File: src/rtl/rt_irq_controller.sv
`timescale 1ns/1ps
// ---------------------------------------------------------------------------
// rt_irq_controller
//
// Purpose:
//   Collects up to NUM_SRC peripheral interrupt lines, latches them into a
//   pending register (edge or level per source), masks them with ENABLE and
//   presents the highest-priority (lowest index) source to the core over a
//   req/ack handshake. Service ends when software writes EOI. No nesting.
//
// Optional feature (macro RT_IRQ_LATENCY_EN):
//   Defined   -> a saturating 32-bit counter measures REQ cycles before ack
//                and the count is captured in the read-only LATENCY register.
//   Undefined -> no counter logic; LATENCY reads 0.
//
// Ports:
//   clk         system clock
//   rst_n       asynchronous active-low reset
//   reg_en      register access strobe
//   reg_we      1 = write, 0 = read
//   reg_addr    word register index
//   reg_wdata   write data
//   reg_rdata   registered read data, valid the cycle after a read strobe
//   irq_src     interrupt lines, synchronous to clk
//   irq_req     interrupt request to core
//   irq_id      ID of the requested/active source (stable while irq_req=1)
//   irq_ack     core accepts the request (only honoured in REQ)
//   in_service  high from ack until EOI
//
// Handshake: irq_req/irq_id are held from the IDLE->REQ edge until either
//   the core asserts irq_ack in a cycle where irq_req=1 (transfer happens on
//   that clock edge) or the request is withdrawn because its pending or
//   enable bit reads 0. An ack in the same cycle as a withdrawal wins.
//
// Register map (reg_addr):
//   0 PEND (R, W1C)  1 ENABLE (RW)  2 TRIGGER (RW, 1=edge)  3 SOFTSET (W1S)
//   4 ACTIVE (R)     5 EOI (W)      6 STATUS (R)            7 LATENCY (R)
// ---------------------------------------------------------------------------
module rt_irq_controller #(
    parameter int NUM_SRC = 8,
    parameter int ID_W    = $clog2(NUM_SRC)
) (
    input  logic               clk,
    input  logic               rst_n,
    input  logic               reg_en,
    input  logic               reg_we,
    input  logic [3:0]         reg_addr,
    input  logic [31:0]        reg_wdata,
    output logic [31:0]        reg_rdata,
    input  logic [NUM_SRC-1:0] irq_src,
    output logic               irq_req,
    output logic [ID_W-1:0]    irq_id,
    input  logic               irq_ack,
    output logic               in_service
);

    typedef enum logic [1:0] {
        S_IDLE    = 2'd0,
        S_REQ     = 2'd1,
        S_SERVICE = 2'd2
    } state_t;

    localparam logic [3:0] A_PEND    = 4'd0;
    localparam logic [3:0] A_ENABLE  = 4'd1;
    localparam logic [3:0] A_TRIGGER = 4'd2;
    localparam logic [3:0] A_SOFTSET = 4'd3;
    localparam logic [3:0] A_ACTIVE  = 4'd4;
    localparam logic [3:0] A_EOI     = 4'd5;
    localparam logic [3:0] A_STATUS  = 4'd6;
    localparam logic [3:0] A_LATENCY = 4'd7;

    // Registers
    state_t             r_state;
    logic [ID_W-1:0]    r_id;
    logic               r_irq_req;
    logic               r_in_service;
    logic [NUM_SRC-1:0] r_src_q;
    logic [NUM_SRC-1:0] r_pending;
    logic [NUM_SRC-1:0] r_enable;
    logic [NUM_SRC-1:0] r_trigger;
    logic [31:0]        r_rdata;

    // Combinational helpers
    logic               w_wr;
    logic               w_rd;
    logic               w_eoi;
    logic               w_ack;
    logic               w_any;
    logic               w_withdraw;
    logic [NUM_SRC-1:0] w_wdata_src;
    logic [NUM_SRC-1:0] w_masked;
    logic [NUM_SRC-1:0] w_set;
    logic [NUM_SRC-1:0] w_clr;
    logic [NUM_SRC-1:0] w_ack_clr;
    logic [ID_W-1:0]    w_next_id;
    logic [31:0]        w_rdata_next;

    assign w_wr        = reg_en & reg_we;
    assign w_rd        = reg_en & ~reg_we;
    assign w_eoi       = w_wr && (reg_addr == A_EOI);
    assign w_wdata_src = reg_wdata[NUM_SRC-1:0];
    assign w_masked    = r_pending & r_enable;
    assign w_any       = |w_masked;
    assign w_ack       = irq_ack && (r_state == S_REQ);
    // A request is withdrawn when its own source is no longer pending+enabled.
    assign w_withdraw  = ~r_pending[r_id] | ~r_enable[r_id];

    // High write-data bits above NUM_SRC carry no meaning.
    if (NUM_SRC < 32) begin : g_wdata_pad
        logic w_unused_wdata;
        assign w_unused_wdata = ^reg_wdata[31:NUM_SRC];
    end

    // Fixed priority: lowest index wins, so scan downward and let the last
    // hit (the smallest index) stick.
    always_comb begin
        w_next_id = '0;
        for (int i = NUM_SRC - 1; i >= 0; i--) begin
            if (w_masked[i]) begin
                w_next_id = ID_W'(i);
            end
        end
    end

    // Pending update: sets (edge, level, SOFTSET) take priority over clears
    // (W1C or ack) landing in the same cycle.
    always_comb begin
        w_set = (r_trigger & irq_src & ~r_src_q) | (~r_trigger & irq_src);
        if (w_wr && (reg_addr == A_SOFTSET)) begin
            w_set = w_set | w_wdata_src;
        end
    end

    always_comb begin
        w_ack_clr = '0;
        for (int i = 0; i < NUM_SRC; i++) begin
            w_ack_clr[i] = w_ack && (r_id == ID_W'(i));
        end
    end

    always_comb begin
        w_clr = w_ack_clr;
        if (w_wr && (reg_addr == A_PEND)) begin
            w_clr = w_clr | w_wdata_src;
        end
    end

    always_ff @(posedge clk or negedge rst_n) begin
        if (!rst_n) begin
            r_src_q   <= '0;
            r_pending <= '0;
        end else begin
            r_src_q   <= irq_src;
            r_pending <= (r_pending & ~w_clr) | w_set;
        end
    end

    always_ff @(posedge clk or negedge rst_n) begin
        if (!rst_n) begin
            r_enable  <= '0;
            r_trigger <= '0;
        end else if (w_wr) begin
            if (reg_addr == A_ENABLE) begin
                r_enable <= w_wdata_src;
            end
            if (reg_addr == A_TRIGGER) begin
                r_trigger <= w_wdata_src;
            end
        end
    end

    // Request/service FSM. irq_req and in_service are registered alongside
    // the state so they change exactly on the transition edge.
    always_ff @(posedge clk or negedge rst_n) begin
        if (!rst_n) begin
            r_state      <= S_IDLE;
            r_id         <= '0;
            r_irq_req    <= 1'b0;
            r_in_service <= 1'b0;
        end else begin
            case (r_state)
                S_IDLE: begin
                    if (w_any) begin
                        r_id      <= w_next_id;
                        r_state   <= S_REQ;
                        r_irq_req <= 1'b1;
                    end
                end
                S_REQ: begin
                    // irq_id is frozen here; re-arbitration only in IDLE.
                    if (irq_ack) begin
                        r_state      <= S_SERVICE;
                        r_irq_req    <= 1'b0;
                        r_in_service <= 1'b1;
                    end else if (w_withdraw) begin
                        r_state   <= S_IDLE;
                        r_irq_req <= 1'b0;
                    end
                end
                S_SERVICE: begin
                    if (w_eoi) begin
                        r_state      <= S_IDLE;
                        r_in_service <= 1'b0;
                    end
                end
                default: begin
                    r_state      <= S_IDLE;
                    r_irq_req    <= 1'b0;
                    r_in_service <= 1'b0;
                end
            endcase
        end
    end

`ifdef RT_IRQ_LATENCY_EN
    logic [31:0] r_lat_cnt;
    logic [31:0] r_latency;

    // Counter restarts on entry to REQ and counts REQ cycles; the value seen
    // on the ack edge is the number of cycles the request waited.
    always_ff @(posedge clk or negedge rst_n) begin
        if (!rst_n) begin
            r_lat_cnt <= '0;
            r_latency <= '0;
        end else begin
            if ((r_state == S_IDLE) && w_any) begin
                r_lat_cnt <= '0;
            end else if ((r_state == S_REQ) && (r_lat_cnt != 32'hFFFF_FFFF)) begin
                r_lat_cnt <= r_lat_cnt + 32'd1;
            end
            if (w_ack) begin
                r_latency <= r_lat_cnt;
            end
        end
    end
`endif

    // Read mux works on the pre-update register values.
    always_comb begin
        w_rdata_next = '0;
        case (reg_addr)
            A_PEND:    w_rdata_next[NUM_SRC-1:0] = r_pending;
            A_ENABLE:  w_rdata_next[NUM_SRC-1:0] = r_enable;
            A_TRIGGER: w_rdata_next[NUM_SRC-1:0] = r_trigger;
            A_ACTIVE: begin
                w_rdata_next[31]       = r_in_service;
                w_rdata_next[ID_W-1:0] = r_id;
            end
            A_STATUS:  w_rdata_next[1:0] = r_state;
`ifdef RT_IRQ_LATENCY_EN
            A_LATENCY: w_rdata_next = r_latency;
`endif
            default:   w_rdata_next = '0;
        endcase
    end

    always_ff @(posedge clk or negedge rst_n) begin
        if (!rst_n) begin
            r_rdata <= '0;
        end else if (w_rd) begin
            r_rdata <= w_rdata_next;
        end
    end

    assign reg_rdata  = r_rdata;
    assign irq_req    = r_irq_req;
    assign irq_id     = r_id;
    assign in_service = r_in_service;

endmodule
File: config.mk
export PLATFORM = sky130hd
export DESIGN_NAME = rt_irq_controller
export DESIGN_NICKNAME = d
export VERILOG_FILES = /design/src/rtl/rt_irq_controller.sv
export SDC_FILE = /design/constraint.sdc
export NUM_CORES = 1
export LEC_CHECK = 0
export CAP_MARGIN = 20
export CORE_ASPECT_RATIO = 1.5
export CORE_MARGIN = 4
export CORE_UTILIZATION = 45
export CTS_BUF_LIST = sky130_fd_sc_hd__clkbuf_4 sky130_fd_sc_hd__clkbuf_8
export DETAILED_ROUTE_END_ITERATION = 12
export GPL_ROUTABILITY_DRIVEN = 0
export GPL_TIMING_DRIVEN = 0
export PLACE_DENSITY = 0.79
export SLEW_MARGIN = 10
export SYNTH_ARGS = -nofsm -noshare
export SYNTH_HDL_FRONTEND = slang
export SYNTH_SLANG_ARGS = --single-unit
File: constraint.sdc
create_clock -name clk -period 2.1 [get_ports clk]
set_input_delay 0.315 -clock clk [delete_from_list [all_inputs] [get_ports clk]]
set_output_delay 0.315 -clock clk [all_outputs]
set_load 0.1 [all_outputs]
# == Word-level counts from Yosys, hierarchy flattened ==
# Index checks and enable logic that the tools add are counted.
# totals
inputBits,49
regBits,48
wordCells,101
# classes
mux,30
n_reduce_logical,22
eq_ne,19
bitwise_logic,20
order_cmp,1
# ops
op,n
bitwise AND 8 bit,5
bitwise OR 8 bit,4
two-way mux 3 bit,8
NOT 8 bit,3
two-way mux 8 bit,2
one-hot mux 5 bit (3 select lines),1
== test 3 bit (second input constant),4
== test 4 x 3 -> 1 bit (second input constant),3
logical AND 1 bit,12
one-hot mux 2 bit (5 select lines),1
AND reduction 3 bit,3
== test 4 x 2 -> 1 bit (second input constant),2
two-way mux 1 bit,8
two-way mux 2 bit,4
OR reduction 8 bit,1
binary-select mux 1 bit (select 3 bit),2
== test 3 x 2 -> 1 bit (second input constant),2
inequality test 2 bit (second input constant),3
one-hot mux 1 bit (3 select lines),2
one-hot mux 2 bit (3 select lines),1
AND reduction 2 bit,3
NOT 1 bit,5
== test 4 x 1 -> 1 bit (second input constant),1
zero test 4 bit,1
other kinds (10),11

# == Logic depth before layout (Yosys ltp) ==
# logic_depth
depth_word,9
mapped_depth,6
depth_no_buf,4

# == Worst setup path after synthesis ==
# OpenSTA, ideal clock, no wires.
# synth_timing
path_kind,reg-to-reg
start,register r_id[0] (netlist: irq_id[0])
end,register r_irq_req (netlist: irq_req)
synth_period_minus_slack_ps,2166
arrival_ps,2065
setup_slack_ps,-66
path_buffers,1
stages_incl_launch_ff,5
t_required_ps,1999
setup_ps,101
cell_sequence,dfrtp_1 > buf_4 > mux4_2 > o22a_1 > o311ai_2
# synth_between
elab_chain_len,6
word_cells_on_any_way,9
# synth_rtl
element,line,source
start: declaration,74,logic [ID_W-1:0] r_id;
start signal: assignment,184,r_id <= w_next_id;
binary-select mux 1 bit (select 3 bit),106,assign w_withdraw = ~r_pending[r_id] | ~r_enable[r_id];
two-way mux 1 bit (not written as such),106,
NOT 1 bit,106,
bitwise OR 1 bit (*),106,
inequality test 3 bit (no source line) (*),n/a,
AND reduction 3 bit (no source line) (*),n/a,
end signal: assignment,178,r_irq_req <= 1'b0;
end signal: assignment,186,r_irq_req <= 1'b1;
end signal: assignment,193,r_irq_req <= 1'b0;
end: declaration,75,logic r_irq_req;
# Every way passes the cells marked *; elsewhere a longest branch is shown, timed or not. The select of a mux whose other input is x is not followed.
# A chain may end at the register's enable or synchronous reset.

# == Final worst setup path ==
# layout_timing
start,register r_id[1] (netlist: irq_id[1])
end,output port irq_id[1]
# layout_lines
element,line,source
end: declaration,52,"output logic [ID_W-1:0] irq_id,"
# No word-level cell between the ends.

==> summary.md <==
| Metric | Value |
|---|---|
| Status | `finished clean` |
| Worst-Margin Slew | `0.962 ns` |
| Core Area | `0.00545 sq mm` |
| Clk root buf | `clkbuf_8` |
| Syn Area/Cell | `11.3 sq um` |
| Die X | `69.3 um` |
| Total congestion overflow | `0` |
| Die Y | `99.9 um` |
| DR pass1 iterations | `4` |
| Clock slew at reported path FFs | `0.09 ns` |
| Initial antenna violation count | `0` |
| RSZ-0062 raised after global routing | `false` |
| Distinct cell type count after synthesis | `43` |
| Vias | `1989` |
| DRC | `0` |
| Port buffer count | `37` |
| CTS Buf Count | `5` |
| Clk_skew | `0.00742 ns` |
| Post-synth ARST share | `100%` |
| CP bufs+invs | `1` |
| H-tree lvl count | `2` |
| Final min period | `2.05 ns` |
| Post-synth EDFFs | `0` |
| Vias per std cell | `5.46` |
| Area grow syn2layout | `26.1%` |
| Setup-failing EPs final | `0` |
| Seq/Total Area, Yosys | `47.4%` |
| Pleak | `1.46 nW` |
| Hold slack | `0.285 ns` |
| Yosys Warn Count | `0` |
| Leading area contributor after synthesis | `dfrtp_1` |
| Max-Cap Viols | `0` |
| Crit path arrival time | `1.74 ns` |
| WL met3 | `398 um` |
| Fmax achieved | `488 MHz` |
| FF-to-FF path depth | `4` |
| # clock sinks | `48` |
| Total wire length | `5930 um` |
| Initial Util | `46.5%` |
| Layout cell share with drive strength beyond 1 | `23.5%` |
| Die ar. | `0.00692 sq mm` |
| Max stage delay on crit path | `0.88 ns` |
| IO Pins | `86` |
| Critical path, cell by cell | `clkdlybuf4s15_1` |
| Area occupied by multi-input gates | `0.00118 sq mm` |
| Pins Over Slew Limit | `0` |
| WL per Instance | `16.3 um` |
| Setup_tns | `0 ns` |
| Worst Setup Start Kind | `flip-flop` |
| Worst vdd ir | `0.420 mV` |
| Post-DP HPWL | `4580 um` |
| Met2 wire len | `3090 um` |
| CTS tree | `built` |
| Fillers | `487` |
| Ys flop type | `dfrtp_1` |
| Number of synthesized register bits | `48` |
| Most frequent cells in the layout | `47 x dfrtp_1, 31 x nand2_1, 24 x buf_4, 23 x conb_1, 22 x clkdlybuf4s50_1` |
| Worst path depth | `1` |
| Largest net degree at the start of global routing | `31` |
| Total chip power | `3.39 mW` |
| Final #Nets | `342` |
| Number of global-route vias before repair | `1962` |
| Endpoints failing hold | `0` |
| Max-slew headroom | `36.1%` |
| Global Route Usage Sum | `17.5%` |
| Synth Instances | `225` |
| Diode count | `0` |
| Worst Hold Depth | `3` |
| Synth area leaders | `dfrtp_1 47%, buf_4 7.1%, mux2_2 7.1%, nand2_1 4.6%, mux4_2 3.6%` |
| Highest metal layer with signal wires | `met4` |
| Slowest CP cell | `clkdlybuf4s15_1` |
| Worst Path Required | `1.78 ns` |
| Worst setup EP type | `primary output` |
| # rows | `33` |
| Post-Route M1 WL | `2260 um` |
| CP Class | `reg2out` |
| Final period util | `97.7%` |
| Clock Latency Late Sink | `0.31 ns` |
| Area share of the largest cell type after synthesis | `47.4%` |
| Pwr Density | `1060 mW/mm^2` |
| Crit Path Max Fanout | `9` |
| Clk buf depth | `2` |
| First-pass GRT wire length | `9670 um` |
| Hold Path Class | `in2reg` |
| Mapped Area | `0.00253 sq mm` |
| Sequential cell area | `0.00120 sq mm` |
| Initial DRC count | `124` |
| Commonest non-fill, non-tap cell in the layout | `dfrtp_1` |
| Cell family with most CP delay | `buffers and inverters` |
| Final ANT Viol Nets | `0` |
| Postcts setup bufs | `0` |
==> path summary, 6_finish.rpt <==
check,startpoint,end,slack (ns)
worst min-delay path,reg_addr[2],reg_rdata[31],0.28
max in group asynchronous,rst_n,irq_id[0],1.09
min in group asynchronous,rst_n,r_pending[4],0.48
worst max register to register,r_state[1],r_pending[0],0.33
worst min register to register,reg_rdata[2],reg_rdata[2],0.48
worst max-delay path,irq_id[1],irq_id[1],0.05
==> synth_stat cells (2+ instances only) <==
cell type   n
nand3_1     2
buf_2       2
a21boi_0    6
clkbuf_1    2
o21ai_0    12
nor2b_1     2
a32oi_1     4
dfrtp_1    48
a22o_1      5
nor3_1      3
buf_6       2
o31ai_1     4
or2_2       2
mux2i_1     6
a22oi_1     8
mux4_2      4
a21oi_1     7
buf_4      24
inv_1       2
nor2_1      2
a221o_1     8
mux2_2     16
nand2b_1    4
nand2_1    31
==> final cells by class <==
| type | instances | share of cell area (%) |
|---|---|---|
| sequential | 48 | 37.6 |
| multi-input combinational | 165 | 36.9 |
| timing repair buffer | 39 | 11.9 |
| buffer | 31 | 7.05 |
| tap | 70 | 2.74 |
| clock buffer | 6 | 2.39 |
| clock inverter | 2 | 1.10 |
| inverter | 3 | 0.352 |
==> layer usage <==
metal	track usage (%)	up-vias
li1	-	925
met1	19.9	955
met2	31.3	93
met3	3.11	16
met4	9.17	0
met5	0	-
==> power breakdown <==
part           total (mW)  switching, mW  internal [mW]
combinational        1.46           1.03          0.439
clock               0.673          0.306          0.366
sequential           1.26          0.172           1.08
==> sequential cells by signal (all words and copies together) (netlist names) <==
name / count
reg_rdata: 9
r_enable: 8
r_pending: 8
r_src_q: 8
r_trigger: 8
irq_id: 3
r_state: 2
in_service: 1
irq_req: 1
==> repair_timing <==
| action | 4_1_cts | 5_1_grt |
|---|---|---|
| pin swaps | 0 | 0 |
| gates resized for setup | 14 | 1 |
| endpoints found under the hold margin | 18 | 0 |
| endpoints found under the setup margin | 14 | 1 |
| hold buffers | 1 | 0 |
==> cell families (layout without fill, tap and decap cells) <==
kind of cell    count (synthesis)  count (layout)  synth area share, %
simple gates                   55              55                 12.0
flops                          48              48                 47.4
compound gates                 61              61                 18.1
other cells                     1              23                0.148
mux                            26              26                 13.0
buf+inv                        34              81                 9.33
==> worst reg2reg max path, stage by stage (launching register included) <==
cell and delay [ns]:
dfrtp_1 0.37, clkbuf_1 0.21, nor3_1 0.58, a32oi_1 0.19, a221o_1 0.33
==> stage by stage <==
step,area [sq um],worst slack (ns),std cells,utilization [%]
after global routing,3200,0.00486,364,58.7
after floorplan,2620,0.179,247,-
final,3200,0.0489,364,58.7
after detailed placement,3090,-0.177,355,56.7
after CTS,3200,0.0334,364,58.6
after global placement,3080,-0.741,354,56.5
(Power assumes the default switching activity.)
